File: config.mk
export PLATFORM = sky130hd
export DESIGN_NAME = noc_output_vc_scheduler
export DESIGN_NICKNAME = d
export VERILOG_FILES = /design/src/rtl/noc_output_vc_scheduler_pkg.sv /design/src/rtl/noc_output_vc_scheduler_credit_counter.sv /design/src/rtl/noc_output_vc_scheduler.sv
export SDC_FILE = /design/constraint.sdc
export NUM_CORES = 1
export LEC_CHECK = 0
export CAP_MARGIN = 20
export CORE_MARGIN = 3
export CORE_UTILIZATION = 59
export CTS_BUF_LIST = sky130_fd_sc_hd__clkbuf_4 sky130_fd_sc_hd__clkbuf_8
export DETAILED_ROUTE_END_ITERATION = 12
export PLACE_DENSITY = 0.88
export SLEW_MARGIN = 20
export SYNTH_ARGS = -nofsm -noshare
export SYNTH_HDL_FRONTEND = slang
export SYNTH_SLANG_ARGS = --single-unit
File: constraint.sdc
create_clock -name noc_clk -period 5.7 [get_ports noc_clk]
set_input_delay 0.57 -clock noc_clk [delete_from_list [all_inputs] [get_ports noc_clk]]
set_output_delay 0.57 -clock noc_clk [all_outputs]
set_load 0.01 [all_outputs]
File: src/rtl/noc_output_vc_scheduler_pkg.sv
// Shared NoC parameters and types for the output VC scheduler and its credit counters.
package Noc_parameters;
  localparam int Noc_VC_Channel   = 4;
  localparam int Noc_Credit_Depth = 4;

  typedef logic [$clog2(Noc_VC_Channel)-1:0] noc_vc_idx_t;

  typedef enum logic {
    PKT_IDLE = 1'b0,
    PKT_IN   = 1'b1
  } pkt_state_e;

  // VC index width, never narrower than one bit so single-VC builds keep a real link_vc port.
  function automatic int idx_width(input int n);
    return (n > 1) ? $clog2(n) : 1;
  endfunction
endpackage

File: src/rtl/noc_output_vc_scheduler_credit_counter.sv
// Per-VC downstream credit counter: saturating up/down with simultaneous inc/dec.
module noc_credit_counter
  import Noc_parameters::*;
#(
  parameter int DEPTH = Noc_Credit_Depth,
  localparam int CW   = $clog2(DEPTH + 1)
) (
  input  logic noc_clk,
  input  logic noc_rst,
  input  logic inc_i,
  input  logic dec_i,
  output logic nonzero_o,
  output logic ovf_o
);
  logic [CW-1:0] count_q, count_d;

  // Send and return together cancel; a lone return to a full counter is an overflow.
  always_comb begin
    count_d = count_q;
    ovf_o   = 1'b0;
    if (inc_i && !dec_i) begin
      if (count_q == CW'(DEPTH)) ovf_o = 1'b1;
      else                       count_d = count_q + 1'b1;
    end else if (dec_i && !inc_i && count_q != '0) begin
      count_d = count_q - 1'b1;
    end
  end

  always_ff @(posedge noc_clk) begin
    if (noc_rst) count_q <= CW'(DEPTH);
    else         count_q <= count_d;
  end

  assign nonzero_o = (count_q != '0);
endmodule

File: src/rtl/noc_output_vc_scheduler.sv
// Credit-based round-robin link scheduler for one router output port.
module noc_output_vc_scheduler
  import Noc_parameters::*;
#(
  parameter int CHANNELS     = Noc_VC_Channel,
  parameter int CREDIT_DEPTH = Noc_Credit_Depth,
  localparam int IW          = idx_width(CHANNELS),
  localparam int IW1         = IW + 1
) (
  input  logic                noc_clk,
  input  logic                noc_rst,
  input  logic [CHANNELS-1:0] vc_valid,
  input  logic [CHANNELS-1:0] vc_sop,
  input  logic [CHANNELS-1:0] vc_eop,
  output logic [CHANNELS-1:0] vc_pop,
  output logic                link_valid,
  output logic [IW-1:0]       link_vc,
  output logic                link_sop,
  output logic                link_eop,
  input  logic                credit_valid,
  input  logic [IW-1:0]       credit_vc,
  output logic [CHANNELS-1:0] vc_ready,
  output logic                err_credit_ovf,
  output logic                err_protocol
);
  logic [CHANNELS-1:0] credit_nz, credit_ovf, credit_inc, elig, gnt, proto_viol;
  logic [IW-1:0]       ptr_q, ptr_d, gidx, link_vc_q;
  logic [IW1-1:0]      idx;
  logic                gnt_any;
  logic                link_valid_q, link_sop_q, link_eop_q, err_ovf_q, err_proto_q;
  pkt_state_e          state_q [CHANNELS];
  pkt_state_e          state_d [CHANNELS];

  genvar gi;
  generate
    for (gi = 0; gi < CHANNELS; gi++) begin : g_vc
      assign credit_inc[gi] = credit_valid && (credit_vc == IW'(gi));
      noc_credit_counter #(.DEPTH(CREDIT_DEPTH)) u_cnt (
        .noc_clk   (noc_clk),
        .noc_rst   (noc_rst),
        .inc_i     (credit_inc[gi]),
        .dec_i     (gnt[gi]),
        .nonzero_o (credit_nz[gi]),
        .ovf_o     (credit_ovf[gi])
      );
    end
  endgenerate

  // Eligibility looks only at registered credit; a credit returned this cycle helps next cycle.
  assign elig = vc_valid & credit_nz;

  // Scan from the far end so the lowest offset from the pointer wins.
  always_comb begin
    gnt_any = 1'b0;
    gidx    = '0;
    idx     = '0;
    gnt     = '0;
    for (int k = CHANNELS - 1; k >= 0; k--) begin
      idx = {1'b0, ptr_q} + IW1'(k);
      if (idx >= IW1'(CHANNELS)) idx = idx - IW1'(CHANNELS);
      if (elig[idx[IW-1:0]]) begin
        gnt_any = 1'b1;
        gidx    = idx[IW-1:0];
      end
    end
    if (noc_rst) gnt_any = 1'b0;
    if (gnt_any) gnt[gidx] = 1'b1;
  end

  assign vc_pop = gnt;
  assign ptr_d  = !gnt_any ? ptr_q : (gidx == IW'(CHANNELS - 1)) ? '0 : gidx + 1'b1;

  always_ff @(posedge noc_clk) begin
    for (int c = 0; c < CHANNELS; c++) begin
      if (noc_rst) state_q[c] <= PKT_IDLE;
      else         state_q[c] <= state_d[c];
    end
  end

  // Even a malformed flit is forwarded, so the next state always follows its tail flag.
  always_comb begin
    for (int c = 0; c < CHANNELS; c++) begin
      state_d[c] = state_q[c];
      if (gnt[c]) state_d[c] = vc_eop[c] ? PKT_IDLE : PKT_IN;
    end
  end

  always_comb begin
    proto_viol = '0;
    for (int c = 0; c < CHANNELS; c++)
      proto_viol[c] = gnt[c] && ((state_q[c] == PKT_IDLE) ? !vc_sop[c] : vc_sop[c]);
  end

  always_ff @(posedge noc_clk) begin
    if (noc_rst) begin
      ptr_q        <= '0;
      link_valid_q <= 1'b0;
      link_vc_q    <= '0;
      link_sop_q   <= 1'b0;
      link_eop_q   <= 1'b0;
      err_ovf_q    <= 1'b0;
      err_proto_q  <= 1'b0;
    end else begin
      ptr_q        <= ptr_d;
      link_valid_q <= gnt_any;
      link_vc_q    <= gidx;
      link_sop_q   <= gnt_any && vc_sop[gidx];
      link_eop_q   <= gnt_any && vc_eop[gidx];
      err_ovf_q    <= err_ovf_q | (|credit_ovf);
      err_proto_q  <= err_proto_q | (|proto_viol);
    end
  end

  assign link_valid     = link_valid_q;
  assign link_vc        = link_vc_q;
  assign link_sop       = link_sop_q;
  assign link_eop       = link_eop_q;
  assign vc_ready       = credit_nz;
  assign err_credit_ovf = err_ovf_q;
  assign err_protocol   = err_proto_q;
endmodule

==> results of run 1 <==
sequential cells by signal, summed over array words and instances, names as in the netlist:
signal,flops
g_vc.u_cnt.count_q,12
err_credit_ovf,1
ptr_q,2
link_valid,1
state_q,4
link_sop,1
link_eop,1
err_protocol,1
link_vc,2
kinds of logic (layout without fill, tap and decap cells):
| group | after synthesis | in the layout |
|---|---|---|
| xor gates and xnor gates | 10 | 10 |
| buffers and inverters | 23 | 44 |
| muxes | 8 | 8 |
| and+or+nand+nor | 80 | 80 |
| AOI/OAI and AO/OA | 48 | 48 |
| DFF | 25 | 25 |
| adders and majority gates | 5 | 5 |
cells in the final DEF, fill, tap and decap left out, drive strengths merged, types with 5 or more instances in the layout:
master / n
nand2: 12
o31a: 5
dfxtp: 25
a211oi: 8
inv: 9
xnor2: 6
clkdlybuf4s50: 31
nor2: 25
a21oi: 9
nand3: 9
nor3: 7
or3: 6
routing by layer:
| metal | global-route usage | vias to the layer above | wire length [um] |
|---|---|---|---|
| met1 | 0.314 | 773 | 1860 |
| li1 | - | 768 | - |
| met4 | 0.0909 | 0 | 84 |
| met3 | 0.0331 | 9 | 252 |
| met5 | 0 | - | 0 |
| met2 | 0.414 | 59 | 2090 |
metrics by stage:
| stage | instances | power [mW] | area [um2] | hold WS, ps |
|---|---|---|---|---|
| 2_1_floorplan | 199 | 0.589 | 1840 | 488 |
| 3_5_place_dp | 247 | 0.693 | 2080 | 506 |
| 3_3_place_gp | 247 | 0.673 | 2080 | 497 |
| 6_report | 251 | 0.782 | 2110 | 521 |
| 4_1_cts | 251 | 0.779 | 2110 | 524 |
| 5_1_grt | 251 | 0.836 | 2110 | 541 |
worst max-delay path by stage:
| stage | start | endpoint | slack (ps) | cells past startpoint |
|---|---|---|---|---|
| 2_1_floorplan | g_vc[1].u_cnt.count_q[0] | g_vc[1].u_cnt.count_q[2] | 2600 | 11 |
| 5_1_grt | g_vc[0].u_cnt.count_q[0] | vc_pop[3] | 1590 | 8 |
| 4_1_cts | vc_valid[1] | vc_pop[3] | 1840 | 10 |
| 3_3_place_gp | vc_valid[0] | g_vc[3].u_cnt.count_q[2] | 1930 | 14 |
| 3_5_place_dp | vc_valid[0] | g_vc[3].u_cnt.count_q[2] | 1830 | 14 |
| 6_report | vc_valid[1] | vc_pop[3] | 1800 | 10 |
power groups by stage:
stage	Combinational [mW]	Clock, mW	Sequential [mW]
global route	0.457	0.0949	0.284
finish	0.417	0.0890	0.276
CTS	0.416	0.0885	0.275
floorplan	0.321	0	0.268
global placement	0.397	0	0.275
detailed placement	0.413	0	0.280
layout make-up:
| type | count | area [um2] |
|---|---|---|
| fill | 235 | 744 |
| clock buffer | 4 | 30.0 |
| tap | 31 | 38.8 |
| inverter | 9 | 36.3 |
| timing repair buffer | 31 | 310 |
| sequential | 25 | 500 |
| multi-input combinational | 151 | 1190 |
critical path, cell delays in order:
cell             delay (ps)
clkdlybuf4s50_1         500
o31a_2                  250
o32ai_1                 100
a211o_2                 460
inv_2                   210
ha_1                    200
nor2b_1                 160
o41ai_2                 160
inv_1                   140
clkdlybuf4s50_1         570
==> impl_results.md, run 1 <==
- Outcome: completed
- Worst R2R Start: g_vc[1].u_cnt.count_q[0]
- XOR/XNOR Fraction of Synth Area: 0.0477
- Synth Area in Compound Gates: 0.240
- Cell taking the most area after synthesis: dfxtp_1
- Slew headroom: 0.457
- Post-CTS Setup Repair Bufs: 0
- Flop2flop setup slack: 2230 ps
- First-pass GRT wire length: 6930 um
- Synth area leaders: dfxtp_1, nor2_1, fa_1
- Residual DRC: 0
- Worst-case reg-to-reg path depth: 11
- Yosys cell types: 60
- Die Width: 61.8 um
- Number of H-tree levels: 1
- Max-capacitance violation count: 0
- CP Launch Type: input port
- Critical path data arrival time: 3330 ps
- Buffers on Ports: 31
- Core area: 2850 um2
- Routed Antenna Nets: 0
- FF-to-FF End: g_vc[1].u_cnt.count_q[2]
- RSZ-0062 raised after global routing: no
- Worst Hold Depth: 2
- Setup TNS: 0 ps
- DIE AREA: 3820 um2
- Clock Power Share: 0.114
- Share of cells above drive strength 1: 0.155
- GRT Resource Usage Total: 0.244
- Final WL: 4290 um
- Net Count, Synth: 221
- Synth Instances: 199
- Antenna diodes: 0
- Comb pwr share: 0.534
- Post-DP HPWL: 3340 um
- Top-area cell type share of the netlist area: 0.272
- Tightest Pin Transition: 812 ps
- Switching fraction of total power: 0.425
- Reg power frac: 0.352
- Setup slack after layout: 1800 ps
- Min-Delay Path Class: flop to flop
- Post-synth ARST share: 0
- CTS Sinks: 25
- Fin crit share: 0.683
- Max Clk Rate: 0.257 GHz
- Place WS: 1830 ps
- Crit path time final: 3900 ps
- CP Max Fanout: 15
- Hold-fix buffers, CTS: 0
- Worst Setup End Kind: output pin
- Min-Delay Endpoint: state_q[0]
- Simple-gate share of the synthesized area: 0.246
- Via count: 1609
- Global placer's final weighted congestion: 0.881
- Io pins: 32
- Final hold viol count: 0
- Adder-Cell Fraction of Synth Area: 0.0504
- Final setup vio count: 0
- Cts repair resizes: 0
- Synthesis-stage register bit count: 25
- DR pass1 iterations: 4
- Vias per cell: 6.41
- CTS root buf: clkbuf_4
- Pin count of the biggest net entering global routing: 21
- Final #Nets: 243
- Iter 0 DRT Violations: 117
- Final core utilization: 0.739
- Routed wire length per instance: 17.1 um
- Switch Pwr: 333 uW
- Initial antenna violation count: 0
- Top-count cell post-synth: dfxtp_1
- Largest family of logic cells by synthesized area: simple AND/OR/NAND/NOR gates
- Leakage: 0.723 nW
- Vias in the first global route: 1470
- Worst Min Path Start: state_q[0]
- Setup Skew: 2.94 ps
- Most used DFF post-synth: dfxtp_1
- Avg Synthesized Cell Area: 9.24 um2
- GRT Residual Overflow: 0
- Power per cell area: 371 nW/um2
- EDFF count, synth: 0
- CTS max path bufs: 2
- CTS Buf Count: 3
- Area Growth Syn to Fin: 14.7%
- Seq/Total Area, Yosys: 0.272
- Clock-pin slew on the worst setup and hold paths: 140 ps
- Yosys warning count: 0
- Worst VDD drop: 0.193 mV
- Most frequent cells after synthesis: dfxtp_1, nor2_1, nand2_1
- Multiplexer share of the synthesized area: 0.0647
- FP Rows: 19
- Worst-Skew Late Latency: 330 ps
- CTS tree: built
- Critical path class: input port to output pin
- CP required: 5130 ps
- Die height: 61.8 um
- Initial Util: 0.644
- Cell Area, Synth: 1840 um2
- Pint: 449 uW
- Max-slew violation count: 0
Power figures use the tool's default switching activity.
==> run 2, diff against run 1 <==
Settings changed: CORE_UTILIZATION 59 to 55, PLACE_DENSITY 0.88 to 0.83.
Clock period 5.7 ns to 3.6 ns, I/O delays scaled along.
==> run 2 against run 1 <==
Effect of this change: global-route usage decreased by 2.1 points; sequential share of layout area decreased by 0.75 points; combinational power increased by 65%; clock skew increased by 1.7 ps; final cell count increased by 7.6%; register-to-register slack got worse by 1900 ps; hold slack improved by 4.5 ps; power increased by 61%; final area increased by 3.5%; setup slack got worse by 1700 ps.
==> impl_results.md, run 2 (synthesis results as in run 1) <==
- FF-to-FF End: g_vc[3].u_cnt.count_q[2]
- Crit path max-delay cell type: clkdlybuf4s50_1
- FP Rows: 20 (+1)
- Setup Skew: 4.64 ps (+1.70 ps)
- Max-capacitance violation count: 0 (unchanged)
- Cells along the critical path: o31ai_4, o22ai_1, a211o_2, inv_2, ha_1, nor2b_1, o41ai_2, inv_1, clkdlybuf4s50_1
- Switching fraction of total power: 0.426 (+0.000528)
- Max reg flops: 12 (unchanged)
- Final hold viol count: 0 (unchanged)
- CTS root buf: clkbuf_4
- WP buf/inv: 3 (-1)
- Buffers on Ports: 31 (unchanged)
- Worst R2R Start: g_vc[1].u_cnt.count_q[0]
- Worst Setup End Kind: output pin
- CTS Buf Count: 3 (unchanged)
- Core area: 3130 um2 (+9.6%)
- Final WL: 4200 um (-2.1%)
- CP Max Fanout: 8 (-7)
- Post-CTS Setup Repair Bufs: 0 (unchanged)
- Cts repair resizes: 0 (unchanged)
- Worst-case reg-to-reg path depth: 13 (+2)
- Largest registers: g_vc.u_cnt.count_q (12), state_q (4)
- Vias in the first global route: 1564 (+6.4%)
- CP required: 3240 ps (-1890 ps)
- Leakage: 0.756 nW (+4.5%)
- Final core utilization: 0.698 (-0.0414)
- Min-Delay Path Class: flop to flop
- Place WS: 105 ps (-1720 ps)
- DR pass1 iterations: 4 (unchanged)
- Tightest Pin Transition: 707 ps (-104 ps)
- Min-Delay Endpoint: state_q[2]
- Post-layout total power: 1.26 mW (+61%)
- Via count: 1586 (-1.4%)
- Residual DRC: 0 (unchanged)
- Post-DP HPWL: 3340 um (-0.18%)
- CTS max path bufs: 2 (unchanged)
- Most common cell after layout, fill and taps aside: clkdlybuf4s50_1
- Final #Nets: 249 (+2.5%)
- Hold-fix buffers, CTS: 0 (unchanged)
- GRT Resource Usage Total: 0.223 (-0.0211)
- Reg area: 502 um2 (+0.25%)
- Clock Power Share: 0.106 (-0.008)
- Crit path time final: 3480 ps
- Share of cells above drive strength 1: 0.186 (+0.0313)
- Fin crit share: 0.967
- Reg power frac: 0.350 (-0.002)
- Comb pwr share: 0.545 (+0.011)
- Power per cell area: 578 nW/um2 (+56%)
- Die Width: 63.8 um (+3.2%)
- Clock-pin slew on the worst setup and hold paths: 150 ps (about the same)
- Outcome: completed
- Critical path data arrival time: 3120 ps (-210 ps)
- Switch Pwr: 537 uW (+61%)
- Worst Hold Depth: 2 (unchanged)
- Global placer's final weighted congestion: 0.857 (-2.8%)
- Flop2flop setup slack: 360 ps (-1870 ps)
- Critical path class: flop to output pin
- Max Clk Rate: 0.287 GHz
- CP peak stage delay: 550 ps (-20 ps)
- GRT Residual Overflow: 0 (unchanged)
- Area Growth Syn to Fin: 18.7%
- First-pass GRT wire length: 7250 um (+4.5%)
- Delay-heaviest family, CP: compound AO/OA/AOI/OAI gates
- Number of H-tree levels: 1 (unchanged)
- Worst-Skew Late Latency: 330 ps (about the same)
- Iter 0 DRT Violations: 49 (-58%)
- RSZ-0062 raised after global routing: no
- CTS Sinks: 25 (unchanged)
- Antenna diodes: 0 (unchanged)
- CTS tree: built
- Pin count of the biggest net entering global routing: 15 (-29%)
- CP Launch Type: flop
- Slew headroom: 0.523 (+0.0662)
- Worst VDD drop: 0.297 mV (+54%)
- Setup TNS: 0 ps (unchanged)
- Area occupied by multi-input gates: 1210 um2 (+1.2%)
- Routed Antenna Nets: 0 (unchanged)
- DIE AREA: 4070 um2 (+6.6%)
- Max-slew violation count: 0 (unchanged)
- Routed wire length per instance: 15.5 um (-9.0%)
- Vias per cell: 5.87 (-8.4%)
- Initial antenna violation count: 0 (unchanged)
- Pint: 724 uW (+61%)
- Die height: 63.8 um (+3.2%)
- Register with the most flip-flops: g_vc.u_cnt.count_q
- Final setup vio count: 0 (unchanged)
- Worst Min Path Start: state_q[2]
- Setup slack after layout: 120 ps (-1680 ps)
- Initial Util: 0.588 (-0.0567)
- Io pins: 32 (unchanged)
- Fillers: 241 (+2.6%)
- Commonest non-fill, non-tap cells in the layout: clkdlybuf4s50_1, dfxtp_1, nor2_1
==> run 2: cell types whose count changed in the layout (fill, tap and decap cells not counted), sizes merged <==
| cell | change |
|---|---|
| buf | +6 |
| clkbuf | -1 |
| clkinv | +1 |
==> run 2: how the worst max path moves through the flow <==
stage / startpoint / endpoint / slack (ps) / cells after the start
after global placement: vc_valid[1] / g_vc[3].u_cnt.count_q[2] / 220 / 13
final: g_vc[0].u_cnt.count_q[1] / vc_pop[3] / 120 / 9
after CTS: g_vc[0].u_cnt.count_q[0] / vc_pop[3] / 70 / 9
after detailed placement: vc_valid[1] / g_vc[3].u_cnt.count_q[2] / 110 / 13
after floorplan: g_vc[1].u_cnt.count_q[0] / g_vc[1].u_cnt.count_q[2] / 500 / 11
after global routing: g_vc[0].u_cnt.count_q[1] / vc_pop[3] / 10 / 9
==> run 2: power groups by stage <==
stage	sequential, mW	clock, mW	combinational, mW
6_report	0.441	0.133	0.687
5_1_grt	0.454	0.144	0.750
3_3_place_gp	0.434	0	0.655
3_5_place_dp	0.441	0	0.678
2_1_floorplan	0.425	0	0.508
4_1_cts	0.434	0.133	0.685
==> run 2: final cells by class <==
class                           instances  share of cell area
Clock buffer                            3              0.0103
Clock inverter                          1             0.00229
Inverter                                9              0.0166
Multi-Input combinational cell        151               0.553
Sequential cell                        25               0.230
Tap cell                               44              0.0252
Timing Repair Buffer                   37               0.163
==> run 2: tightest hold or removal path, delay by kind of cell (launching register included) <==
family          cells  cell delay, ps
simple gates        1             100
compound gates      1              50
flops               1             350
==> run 2: per-layer routing <==
layer,GRT usage,vias up,share of wire
li1,-,787,-
met1,0.285,758,0.44
met2,0.386,37,0.51
met3,0.0246,4,0.041
met4,0.0755,0,0.012
met5,0,-,0
==> run 2: stage by stage <==
step	std cells	instance area, um2	hold WS [ps]
finish	270	2180	526
detailed placement	266	2140	508
global route	270	2180	552
global placement	266	2140	498
CTS	270	2170	527
floorplan	199	1840	450
